`src/rtl/reg_access_arbiter.sv`:
```
`default_nettype none
// ============================================================================
//  Module   : reg_access_arbiter
//  Purpose  : Shares a single register-block access port between NUM_REQ
//             requesters. A round-robin pointer picks the next requester in
//             IDLE. Each granted transaction then runs through a fixed
//             ACCESS / WAIT / DONE sequence, so a registered read strobe on
//             the register side lines up with the captured read data.
//  Ports    : clk, rst          - clock, asynchronous active-high reset
//             req_valid/wr      - per-requester request and direction
//             req_addr/wdata    - flattened per-requester payload
//             req_ready         - one-hot accept pulse (ACCESS cycle)
//             rsp_valid/rdata   - one-hot completion pulse plus read data
//             reg_addr/wr_sel/wr_rd/wr_data - register decode access port
//             reg_rd_out        - read data from register decode
//             busy              - high whenever a transaction is in flight
//  Revision : 1.0 - initial release
// ============================================================================
module reg_access_arbiter #(
    parameter int NUM_REQ    = 2,
    parameter int REG_WIDTH  = 32,
    parameter int ADDR_WIDTH = 8
) (
    input  logic                          clk,
    input  logic                          rst,
    input  logic [NUM_REQ-1:0]            req_valid,
    input  logic [NUM_REQ-1:0]            req_wr,
    input  logic [NUM_REQ*ADDR_WIDTH-1:0] req_addr,
    input  logic [NUM_REQ*REG_WIDTH-1:0]  req_wdata,
    output logic [NUM_REQ-1:0]            req_ready,
    output logic [NUM_REQ-1:0]            rsp_valid,
    output logic [REG_WIDTH-1:0]          rsp_rdata,
    output logic [ADDR_WIDTH-1:0]         reg_addr,
    output logic                          reg_wr_sel,
    output logic                          reg_wr_rd,
    output logic [REG_WIDTH-1:0]          reg_wr_data,
    input  logic [REG_WIDTH-1:0]          reg_rd_out,
    output logic                          busy
);

    localparam int c_PTR_W = (NUM_REQ > 2) ? $clog2(NUM_REQ) : 1;

    localparam logic [1:0] c_IDLE   = 2'd0;
    localparam logic [1:0] c_ACCESS = 2'd1;
    localparam logic [1:0] c_WAIT   = 2'd2;
    localparam logic [1:0] c_DONE   = 2'd3;

    logic [1:0]            r_state;
    logic [c_PTR_W-1:0]    r_ptr;
    logic [c_PTR_W-1:0]    r_grant;
    logic                  r_wr;
    logic                  r_sel;
    logic [ADDR_WIDTH-1:0] r_addr;
    logic [REG_WIDTH-1:0]  r_wdata;
    logic [REG_WIDTH-1:0]  r_rdata;

    logic                  w_any;
    logic [c_PTR_W-1:0]    w_pick;
    logic [c_PTR_W-1:0]    w_ptr_next;

    // Index base+off modulo NUM_REQ. The wrap is explicit so that non
    // power-of-two requester counts never select a nonexistent requester.
    function automatic logic [c_PTR_W-1:0] f_wrap(input logic [c_PTR_W-1:0] base,
                                                  input int off);
        int s;
        s = int'(base) + off;
        if (s >= NUM_REQ) s = s - NUM_REQ;
        return c_PTR_W'(s);
    endfunction

    // First active requester scanning ptr, ptr+1, ... (mod NUM_REQ).
    always_comb begin
        w_any  = 1'b0;
        w_pick = '0;
        for (int k = 0; k < NUM_REQ; k++) begin
            if (!w_any && req_valid[f_wrap(r_ptr, k)]) begin
                w_any  = 1'b1;
                w_pick = f_wrap(r_ptr, k);
            end
        end
    end

    assign w_ptr_next = (r_grant == c_PTR_W'(NUM_REQ - 1)) ? '0
                                                           : r_grant + c_PTR_W'(1);

    always_ff @(posedge clk or posedge rst) begin
        if (rst) begin
            r_state <= c_IDLE;
            r_ptr   <= '0;
            r_grant <= '0;
            r_wr    <= 1'b0;
            r_sel   <= 1'b0;
            r_addr  <= '0;
            r_wdata <= '0;
            r_rdata <= '0;
        end else begin
            r_sel <= 1'b0;
            case (r_state)
                c_IDLE: begin
                    if (w_any) begin
                        r_grant <= w_pick;
                        r_wr    <= req_wr[w_pick];
                        r_addr  <= req_addr[int'(w_pick)*ADDR_WIDTH +: ADDR_WIDTH];
                        r_wdata <= req_wdata[int'(w_pick)*REG_WIDTH +: REG_WIDTH];
                        // Strobe is registered so it is high exactly in ACCESS.
                        r_sel   <= 1'b1;
                        r_state <= c_ACCESS;
                    end
                end
                c_ACCESS: begin
                    r_ptr   <= w_ptr_next;
                    r_state <= c_WAIT;
                end
                c_WAIT: begin
                    // Register side presents its registered read data here.
                    r_rdata <= r_wr ? '0 : reg_rd_out;
                    r_state <= c_DONE;
                end
                c_DONE: begin
                    r_state <= c_IDLE;
                end
                default: begin
                    r_state <= c_IDLE;
                end
            endcase
        end
    end

    // One-hot pulses decoded from registered state and grant only.
    for (genvar i = 0; i < NUM_REQ; i++) begin : g_onehot
        assign req_ready[i] = (r_state == c_ACCESS) && (r_grant == c_PTR_W'(i));
        assign rsp_valid[i] = (r_state == c_DONE)   && (r_grant == c_PTR_W'(i));
    end

    assign reg_wr_sel  = r_sel;
    assign reg_wr_rd   = r_wr;
    assign reg_addr    = r_addr;
    assign reg_wr_data = r_wdata;
    assign rsp_rdata   = r_rdata;
    assign busy        = (r_state != c_IDLE);

endmodule
`default_nettype wire
```
`config.mk`:
```
export PLATFORM = sky130hd
export DESIGN_NAME = reg_access_arbiter
export DESIGN_NICKNAME = d
export VERILOG_FILES = /design/src/rtl/reg_access_arbiter.sv
export SDC_FILE = /design/constraint.sdc
export NUM_CORES = 1
export LEC_CHECK = 0
export ABC_AREA = 0
export CORE_ASPECT_RATIO = 0.75
export CORE_MARGIN = 2
export CORE_UTILIZATION = 50
export CTS_CLUSTER_DIAMETER = 120
export CTS_CLUSTER_SIZE = 10
export DETAILED_ROUTE_END_ITERATION = 8
export DONT_BUFFER_PORTS = 1
export GPL_TIMING_DRIVEN = 0
export PLACE_DENSITY_LB_ADDON = 0.05
export SLEW_MARGIN = 20
export SYNTH_ARGS = -nofsm -noshare
export SYNTH_HDL_FRONTEND = slang
export SYNTH_SLANG_ARGS = --single-unit
```
`constraint.sdc`:
```
create_clock -name clk -period 5.68 [get_ports clk]
set_input_delay 0.852 -clock clk [delete_from_list [all_inputs] [get_ports clk]]
set_output_delay 0.852 -clock clk [all_outputs]
set_load 0.1 [all_outputs]
```
Word level (Yosys, flattened, before mapping)

Cells that the tools add are included.

Eq/ne operators: 4
Bitwise logic cells: 1
Order comparisons: 5
Reduce and logical (&&, ||, !) cells: 9
Shifts and indexed selects: 2
Add/sub/neg operators: 4
Muxes and demuxes: 18

Operators by type and width:

| kind                                                | count |
|---|---|
| variable part select 64 x 7 -> 32 bit               | 1 |
| 2-to-1 mux 32 bit                                   | 1 |
| variable part select 16 x 5 -> 8 bit                | 1 |
| 2-to-1 mux 1 bit                                    | 15 |
| case mux 2 bit (4 select lines)                     | 1 |
| < comparator 1 x 2 -> 1 bit, second input constant  | 3 |
| logical AND 1 bit                                   | 5 |
| == test 2 bit, second input constant                | 2 |
| adder 1 x 1 -> 2 bit, second input constant         | 1 |
| == test 2 x 1 -> 1 bit, second input constant       | 1 |
| >= comparator 1 x 2 -> 1 bit, second input constant | 1 |
| >= comparator 2 bit, second input constant          | 1 |
| logical NOT 2 bit                                   | 1 |
| 2-to-1 mux 2 bit                                    | 1 |
| != test 2 bit, second input constant                | 1 |
| AND reduction 2 bit                                 | 1 |
| nonzero test 2 bit                                  | 1 |
| subtractor 1 bit, second input constant             | 2 |
| adder 1 bit, second input constant                  | 1 |
| logical NOT 1 bit                                   | 1 |
| inverter 1 bit                                      | 1 |

Flip-flop bits (word level): 78
Input bits: 118
Output and inout port bits: 79
Word-level logic and storage cells: 51

Depth between registers and ports, before layout

Gate-level depths: netlist (run 1).

Word-level depth: 10
Depth in mapped cells: 7
Depth with buffers taken out: 5

Worst setup path after synthesis (run 1)

Ideal clock, no wire load.

Kind: flip-flop to output port
Start point: register r_state[1]
End point: output port req_ready[0]
Slack: 2847 ps
Cell stages (with the launch flop): 4
Arrival: 1981 ps
Cells stage by stage: dfrtp_1 -> inv_1 -> ha_1 -> nor2b_1

Longest elaborated chain between the ends: 2

Ends and longest elaborated chain:

| item                   | line | text |
|---|---|---|
| from (decl)            | 48   | `logic [1:0] r_state;` |
| from (signal assigned) | 88   | `r_state <= c_IDLE;` |
| from (signal assigned) | 107  | `r_state <= c_ACCESS;` |
| from (signal assigned) | 112  | `r_state <= c_WAIT;` |
| == test 2 x 1 -> 1 bit | 131  | `assign req_ready[i] = (r_state == c_ACCESS) && (r_grant == c_PTR_W'(i));` |
| logical AND 1 bit      | 131  |  |
| to (decl)              | 30   | `output logic [NUM_REQ-1:0] req_ready,` |

Every way passes these cells.

Worst setup path after layout (run 1)

Same ends and word-level chain as after synthesis.

==> metrics.md, run 1 <==
| Metric | Value |
|---|---|
| CTS tree | built |
| FMAX | 364 MHz |
| Detailed placement HPWL | 6.93 mm |
| Startpoint Class | flip-flop |
| CTS Sinks | 78 |
| Fin. max-slew vios | 0 |
| Synth Register Bits | 78 |
| Starting density of the core | 51.7% |
| Die Y | 76.6 um |
| Number of global-route vias before repair | 2,852 |
| Number of flops mapped to enable cells by yosys | 0 |
| Post-Synth XOR/XNOR Area | 0% |
| Final setup margin | 2.93 ns |
| Hold Fails Final Rpt | 0 |
| Postcts setup bufs | 0 |
| Share of cells above drive strength 1 | 9.44% |
| Worst Path Max Fanout | 4 |
| Sequential-to-total area share from yosys stat | 55.6% |
| GRT overflow | 0 |
| Worst-path clk slew | 0.08 ns |
| CP startpoint | r_state[1]$_DFFE_PP0P_ |
| Drt total wl | 9.45 mm |
| CTS H-Tree Depth | 3 |
| Final #Nets | 531 |
| Ys async rst share | 100% |
| Min Tclk post-route | 2.75 ns |
| Ant. Diodes | 0 |
| Number of DRC markers in iteration 0 | 161 |
| Main synth FF type | dfrtp_1 |
| Top Ports | 197 |
| CP Depth | 3 |
| Cell variety after synth | 25 |
| Synth area leader | dfrtp_1 |
| Worst Setup EP | req_ready[0] |
| Worst reg2reg path endpoint | r_state[1]$_DFFE_PP0P_ |
| Via count | 2,843 |
| Type of the worst min-delay path | in -> async |
| Yosys warning count | 0 |
| Syn_area_per_cell | 8.85 um^2 |
| Adder-cell share of the synthesized area | 1.42% |
| Placeable Area | 6800 um^2 |
| Largest stage delay, worst path | 0.87 ns |
| Synthesized instance count | 397 |
| CP endpoint kind | output pin |
| Root buf cell | clkbuf_8 |
| Post-Syn Area | 3510 um^2 |
| Clock skew | 0.00829 ns |
| Worst slew margin | 27.7% |
| Number of buffers created by CTS | 9 |
| Row cnt | 26 |
| RSZ-0062 raised after global routing | false |
| Area of the multi-input gates | 1270 um^2 |
| Top cell type's share of synthesized area | 55.6% |
| Final Cycle Share | 48.4% |
| Critical path data arrival time | 1.90 ns |
| Crit-path slowest cell | nor2b_2 |
| Synthesized net count | 519 |
| Final Wtd Congestion | 0.809 |
| CP Cell Sequence | inv_1, ha_1, nor2b_2 |
| Reg2reg start | r_state[1]$_DFFE_PP0P_ |
| Pin count of the biggest net entering global routing | 47 |
| # port buffers | 0 |
| Hold WS | 0.391 ns |
| Final setup violation count | 0 |
| Reg2reg path depth | 5 |
| Combinational family with the most area after synthesis | compound AO/OA/AOI/OAI gates |
| Via-to-Cell Ratio | 5.72 |
| Die W | 101 um |
| Hold Buf Count CTS | 0 |
| Synthesis-to-finish area growth | 10.7% |
| CTS Buffer Depth | 2 |
| Compound-Gate Fraction of Synth Area | 18.3% |
| Register area | 1950 um^2 |
| Post-CTS Resized | 0 |
| First-pass GRT wire length | 15.0 mm |
| Critical path class | reg -> out |
| Synth Area in Simple Gates | 15.7% |
| GRT Util Overall | 25.0% |
| R2r setup slk | 3.83 ns |
| Initial antenna violation count | 0 |
| Worst path buffer plus inverter count | 1 |
| Later-pin clock latency in the skew report | 0.34 ns |
| Max cap viols | 0 |
| Wire length per cell | 19.0 um |
| Slew @ Worst Pin | 1.08 ns |
| Fill cell count | 641 |
| Pre-antenna DRT Iters | 4 |
| Die area | 7720 um^2 |
| Ranking of synthesized cells by area | dfrtp_1, o21ai_0, a31oi_1 |
| Mux cell area share after synthesis | 0.427% |
| Setup TNS | 0 ns |
| Status | finished clean |
| Pre-CTS setup slack | 3.31 ns |
| Critical path's top delay family | simple AND/OR/NAND/NOR gates |
| CP required | 4.83 ns |
| DRC Markers | 0 |
| Antenna-violating nets left | 0 |
final cells by class:
cell class / instances / area share, %
flip-flops and latches: 78 / 50.2
plain buffers: 33 / 4.02
clock buffers: 11 / 3.63
clock inverters: 4 / 2.44
repair buffers: 1 / 0.708
inverters: 38 / 3.73
well taps: 84 / 2.70
multi-input cells: 248 / 32.6
per-layer routing:
metal	up-vias	track usage, %	part of all wire, %
li1	1358	-	-
met1	1336	31.7	42
met2	133	38.5	45
met3	16	11.2	11
met4	0	7.67	1.6
met5	-	0	0
metrics by stage:
step                      instance area, um^2  util, %  cells
final                                    3890     57.2    497
after global routing                     3890     57.2    497
after CTS                                3890     57.2    497
after detailed placement                 3650     53.7    482
after global placement                   3620     53.2    481
after floorplan                          3510        -    397
cell usage after synthesis (all sizes together), types with 2 or more instances:
cell type	instances
and2	2
nor2	44
a31oi	41
inv	38
buf	15
nor2b	3
dfrtp	78
clkbuf	18
ha	4
o21ai	72
nand3	41
nand2	32
registers in the layout, summed over array words and instances, names as in the netlist:
| name | flops |
|---|---|
| reg_wr_data | 32 |
| r_state | 2 |
| reg_addr | 8 |
| reg_wr_sel | 1 |
| r_grant | 1 |
| r_ptr | 1 |
| reg_wr_rd | 1 |
| rsp_rdata | 32 |
cell usage in the layout, fill, tap and decap left out, types with 3 or more instances in the layout:
master,n
nand3_1,41
o21ai_0,71
a31oi_1,41
nand2_1,32
clkbuf_1,18
inv_1,35
buf_4,5
bufinv_16,3
dfrtp_1,78
nor2_1,44
ha_1,4
buf_2,10
clkbuf_8,10
how the worst min path moves through the flow:
| stage | slack [ns] | end | depth (start not counted) |
|---|---|---|---|
| finish | 0.39 | rsp_rdata[23]$_DFFE_PP0N_ | 1 |
| global route | 0.40 | rsp_rdata[8]$_DFFE_PP0N_ | 1 |
| CTS | 0.39 | rsp_rdata[25]$_DFFE_PP0N_ | 1 |
| detailed placement | 0.53 | r_ptr$_DFFE_PP0N_ | 2 |
| global placement | 0.52 | r_ptr$_DFFE_PP0N_ | 2 |
| floorplan | 0.47 | r_ptr$_DFFE_PP0N_ | 2 |
logic make-up after synthesis:
group | Yosys count
compound gates | 117
mux | 1
buf+inv | 71
fa+ha+maj | 4
flops | 78
simple gates | 126
Power of run 1 is left out: the tool's default activity adds up to more than one toggle a clock period on the data nets, which glitch-free logic cannot reach.
==> run 2: changes to the inputs <==
- clock period: 5.68 -> 2.3 ns (I/O delays scaled with it)
==> run 2 against run 1 <==
Register-to-register slack worse by 3.4 ns. Utilization is 0.72 points higher. Global-route usage decreased by 0.13 points. Critical endpoint is now rsp_valid[0].
==> metrics.md, run 2 (same netlist as run 1, synthesis figures left out) <==
| Metric | Value |
|---|---|
| Fill cell count | 629 (was 641) |
| Via count | 2,879 (was 2,843) |
| Register area | 1950 um^2 (unchanged) |
| Most common cell after layout, fill and taps aside | dfrtp_1 (unchanged) |
| R2r setup slk | 0.43 ns (was 3.83 ns) |
| Detailed placement HPWL | 6.93 mm (about the same) |
| RSZ-0062 raised after global routing | false (unchanged) |
| Number of buffers created by CTS | 9 (unchanged) |
| Wire length per cell | 18.8 um (was 19.0 um) |
| Placeable Area | 6800 um^2 (unchanged) |
| FMAX | 470 MHz |
| Die Y | 76.6 um (unchanged) |
| Min Tclk post-route | 2.13 ns |
| Worst slew margin | 28.1% (was 27.7%) |
| Crit-path slowest cell | nor2b_2 (unchanged) |
| GRT Util Overall | 24.9% (was 25.0%) |
| Clock skew | 0.00422 ns (was 0.00829 ns) |
| CP endpoint kind | output pin (unchanged) |
| Die area | 7720 um^2 (unchanged) |
| Pin count of the biggest net entering global routing | 32 (was 47) |
| Final Cycle Share | 92.5% |
| Type of the worst min-delay path | in -> reg (was in -> async) |
| GRT overflow | 0 (unchanged) |
| Critical path class | reg -> out (unchanged) |
| Starting density of the core | 51.7% (unchanged) |
| Critical path data arrival time | 1.78 ns (was 1.90 ns) |
| Number of global-route vias before repair | 2,944 (was 2,852) |
| Antenna-violating nets left | 0 (unchanged) |
| Status | finished clean (unchanged) |
| Max cap viols | 0 (unchanged) |
| CP Cell Sequence | ha_1, nor2b_2 (was inv_1, ha_1, nor2b_2) |
| Row cnt | 26 (unchanged) |
| Slew @ Worst Pin | 1.07 ns (was 1.08 ns) |
| Later-pin clock latency in the skew report | 0.34 ns (about the same) |
| Root buf cell | clkbuf_8 (unchanged) |
| Largest stage delay, worst path | 0.86 ns (was 0.87 ns) |
| Dpl cells | 483 (was 482) |
| Setup TNS | 0 ns (unchanged) |
| Number of DRC markers in iteration 0 | 154 (was 161) |
| CTS Buffer Depth | 2 (unchanged) |
| Pre-antenna DRT Iters | 5 (was 4) |
| CTS Sinks | 78 (unchanged) |
| Synthesis-to-finish area growth | 12.1% (was 10.7%) |
| Worst Path Max Fanout | 4 (unchanged) |
| Fin. max-slew vios | 0 (unchanged) |
| CTS H-Tree Depth | 3 (unchanged) |
| Startpoint Class | flip-flop (unchanged) |
| Final #Nets | 533 (was 531) |
| Area of the multi-input gates | 1270 um^2 (about the same) |
| Ant. Diodes | 0 (unchanged) |
| Final Wtd Congestion | 0.767 (was 0.809) |
| Die W | 101 um (unchanged) |
| Commonest cells after routing, fill and taps aside | dfrtp_1, o21ai_0, nor2_1, nand3_1, a31oi_1 (unchanged) |
| DRC Markers | 0 (unchanged) |
| Share of cells above drive strength 1 | 10.1% (was 9.44%) |
| CTS tree | built (unchanged) |
| First-pass GRT wire length | 15.0 mm (about the same) |
| Initial antenna violation count | 0 (unchanged) |
| Via-to-Cell Ratio | 5.77 (was 5.72) |
| Postcts setup bufs | 0 (unchanged) |
| Post-route insts no fill | 499 (was 497) |
| # port buffers | 0 (unchanged) |
| Hold Fails Final Rpt | 0 (unchanged) |
| Worst-path clk slew | 0.08 ns (about the same) |
| Final setup violation count | 0 (unchanged) |
| Top Ports | 197 (unchanged) |
| CP required | 1.96 ns (was 4.83 ns) |
| Drt total wl | 9.39 mm (was 9.45 mm) |
==> run 2: cell type report <==
| class | instances | area share, % |
|---|---|---|
| clock buffer | 12 | 4.19 |
| tap | 84 | 2.67 |
| clock inverter | 3 | 2.29 |
| inverter | 38 | 3.72 |
| multi-input combinational | 248 | 32.3 |
| timing repair buffer | 3 | 1.27 |
| sequential | 78 | 49.6 |
| buffer | 33 | 3.97 |
==> run 2: metrics by stage <==
stage,setup slack (ns),hold slack (ns),util [%],instance area (um^2)
2_1_floorplan,0.0767,0.462,-,3520
3_3_place_gp,0.00163,0.466,53.3,3620
3_5_place_dp,0.405,0.234,53.9,3670
4_1_cts,0.00743,0.103,57.8,3930
5_1_grt,0.0675,0.112,57.9,3940
6_report,0.173,0.116,57.9,3940
==> run 2: metal layers <==
metal	routed length (um)	up-vias	track usage, %
met5	0	-	0
met4	158	0	8.49
met3	1100	17	10.6
met1	3750	1359	31.3
li1	-	1361	-
met2	4380	142	38.6
==> run 2: final timing paths <==
check,startpoint,to,depth (start not counted)
worst min register to register,r_ptr$_DFFE_PP0N_,r_ptr$_DFFE_PP0N_,2
min in group asynchronous,rst,rsp_rdata[28]$_DFFE_PP0N_,2
worst min-delay path,reg_rd_out[15],rsp_rdata[15]$_DFFE_PP0N_,2
worst max register to register,r_state[1]$_DFFE_PP0P_,r_state[1]$_DFFE_PP0P_,5
max in group asynchronous,rst,reg_wr_data[10]$_DFFE_PP0P_,4
worst max-delay path,r_state[1]$_DFFE_PP0P_,rsp_valid[0],2
==> run 2: critical path: cells and delay by family, from the launching register on <==
family	cells	cell delay [ns]
adders and majority gates	1	0.17
DFF	1	0.41
and+or+nand+nor	1	0.86
==> run 2: repair_timing <==
action	4_1_cts	5_1_grt
hold buffers	1	0
gates resized for setup	0	2
hold endpoints to repair	17	0
setup endpoints to repair	0	2
Power of run 2 is left out for the same reason.
==> run 3: changes to the inputs <==
- PLACE_DENSITY: default -> 0.72
- PLACE_DENSITY_LB_ADDON: 0.05 -> default
==> run 3 against run 2 <==
Non-clock buffer count unchanged. Critical path depth unchanged. Flip-flop and latch count is the same. Critical path type unchanged. Largest cell class unchanged.
==> metrics.md, run 3 (same netlist as run 1, synthesis figures left out) <==
| Metric | Value |
|---|---|
| Pin count of the biggest net entering global routing | 30 (was 32) |
| CTS Sinks | 78 (unchanged) |
| Number of buffers created by CTS | 9 (unchanged) |
| Largest stage delay, worst path | 0.88 ns (was 0.86 ns) |
| Fin. max-slew vios | 0 (unchanged) |
| Initial antenna violation count | 0 (unchanged) |
| Starting density of the core | 51.7% (unchanged) |
| Startpoint Class | flip-flop (unchanged) |
| Postcts setup bufs | 0 (unchanged) |
| GRT overflow | 0 (unchanged) |
| Worst path buffer plus inverter count | 0 (unchanged) |
| Final Wtd Congestion | 0.748 (was 0.767) |
| Root buf cell | clkbuf_8 (unchanged) |
| Detailed placement HPWL | 7.13 mm (was 6.93 mm) |
| RSZ-0062 raised after global routing | false (unchanged) |
| Top Ports | 197 (unchanged) |
| Final instance area | 3900 um^2 (was 3940 um^2) |
| Number of global-route vias before repair | 3,006 (was 2,944) |
| Critical path's top delay family | simple AND/OR/NAND/NOR gates (unchanged) |
| Number of DRC markers in iteration 0 | 116 (was 154) |
| Die W | 101 um (unchanged) |
| # port buffers | 0 (unchanged) |
| Pre-CTS setup slack | 0.395 ns (was 0.405 ns) |
| Min Tclk post-route | 2.15 ns (was 2.13 ns) |
| Reg2reg path depth | 5 (unchanged) |
| Placeable Area | 6800 um^2 (unchanged) |
| Critical path class | reg -> out (unchanged) |
| CP Cell Sequence | ha_1, nor2b_2 (unchanged) |
| Antenna-violating nets left | 0 (unchanged) |
| Clock skew | 0.00518 ns (was 0.00422 ns) |
| Share of cells above drive strength 1 | 10.3% (was 10.1%) |
| Hold WS | 0.123 ns (was 0.116 ns) |
| Crit-path slowest cell | nor2b_2 (unchanged) |
| CP required | 1.96 ns (about the same) |
| Final setup margin | 0.150 ns (was 0.173 ns) |
| Worst-path clk slew | 0.09 ns (was 0.08 ns) |
| Row cnt | 26 (unchanged) |
| Commonest cells after routing, fill and taps aside | dfrtp_1, o21ai_0, nor2_1, nand3_1, a31oi_1 (unchanged) |
| Status | finished clean (unchanged) |
| Synthesis-to-finish area growth | 10.9% (was 12.1%) |
| Die Y | 76.6 um (unchanged) |
| CP Depth | 2 (unchanged) |
| Max cap viols | 0 (unchanged) |
| Critical path data arrival time | 1.81 ns (was 1.78 ns) |
| Via count | 2,934 (was 2,879) |
| CTS Buffer Depth | 2 (unchanged) |
| Worst hold path stage count | 2 (unchanged) |
| CP endpoint kind | output pin (unchanged) |
| Pre-antenna DRT Iters | 5 (unchanged) |
| Type of the worst min-delay path | in -> reg (unchanged) |
| Fill cell count | 629 (unchanged) |
| Hold Fails Final Rpt | 0 (unchanged) |
| Slew @ Worst Pin | 1.09 ns (was 1.07 ns) |
| Via-to-Cell Ratio | 5.87 (was 5.77) |
| FMAX | 465 MHz (was 470 MHz) |
| Most common cell after layout, fill and taps aside | dfrtp_1 (unchanged) |
| Ant. Diodes | 0 (unchanged) |
| Drt total wl | 9.32 mm (was 9.39 mm) |
| Worst Path Max Fanout | 4 (unchanged) |
| Later-pin clock latency in the skew report | 0.34 ns (about the same) |
| Final setup violation count | 0 (unchanged) |
| Wire length per cell | 18.6 um (was 18.8 um) |
| DRC Markers | 0 (unchanged) |
| Final Cycle Share | 93.5% (was 92.5%) |
| Die area | 7720 um^2 (unchanged) |
| Final #Nets | 533 (unchanged) |
| CTS tree | built (unchanged) |
| Placement Cell Area | 3670 um^2 (about the same) |
| First-pass GRT wire length | 14.9 mm (was 15.0 mm) |
| GRT Util Overall | 24.8% (was 24.9%) |
| Worst slew margin | 26.7% (was 28.1%) |
| CTS H-Tree Depth | 3 (unchanged) |
==> run 3: final timing paths <==
| kind | from | slack, ns | endpoint |
|---|---|---|---|
| max reg2reg | r_state[1]$_DFFE_PP0P_ | 0.44 | r_state[1]$_DFFE_PP0P_ |
| max | r_state[1]$_DFFE_PP0P_ | 0.15 | rsp_valid[0] |
| min | reg_rd_out[26] | 0.12 | rsp_rdata[26]$_DFFE_PP0N_ |
| min in group asynchronous | rst | 0.60 | reg_addr[5]$_DFFE_PP0P_ |
| max in group asynchronous | rst | 1.15 | reg_wr_data[24]$_DFFE_PP0P_ |
| min reg2reg | r_ptr$_DFFE_PP0N_ | 0.56 | r_ptr$_DFFE_PP0N_ |
==> run 3: layout make-up <==
class / instances / area (um^2) / share of cell area, %
Timing Repair Buffer: 3 / 57.6 / 1.48
Sequential cell: 78 / 1950 / 50.1
Clock inverter: 7 / 81.3 / 2.09
Buffer: 33 / 156 / 4.01
Inverter: 38 / 146 / 3.76
Multi-Input combinational cell: 248 / 1270 / 32.7
Clock buffer: 9 / 124 / 3.18
Tap cell: 84 / 105 / 2.70
==> run 3: what timing repair did <==
item | CTS | global route
resized for setup | 0 | 2
hold buffers | 1 | 0
setup endpoints to repair | 0 | 2
hold endpoints to repair | 27 | 0
==> run 3: through the flow <==
| step | std cells | util, % | setup TNS [ns] |
|---|---|---|---|
| after floorplan | 397 | - | 0 |
| after global placement | 481 | 53.3 | -0.0224 |
| after detailed placement | 483 | 54.0 | 0 |
| after CTS | 500 | 57.2 | 0 |
| after global routing | 500 | 57.3 | 0 |
| final | 500 | 57.3 | 0 |
==> run 3: metal layers <==
layer / global-route usage [%] / wire length, um / vias up
met4: 7.95 / 184 / 0
met5: 0 / 0 / -
met2: 40.1 / 4410 / 163
met3: 9.72 / 1080 / 15
met1: 30.4 / 3640 / 1386
li1: - / - / 1370
Power of run 3 is left out for the same reason.
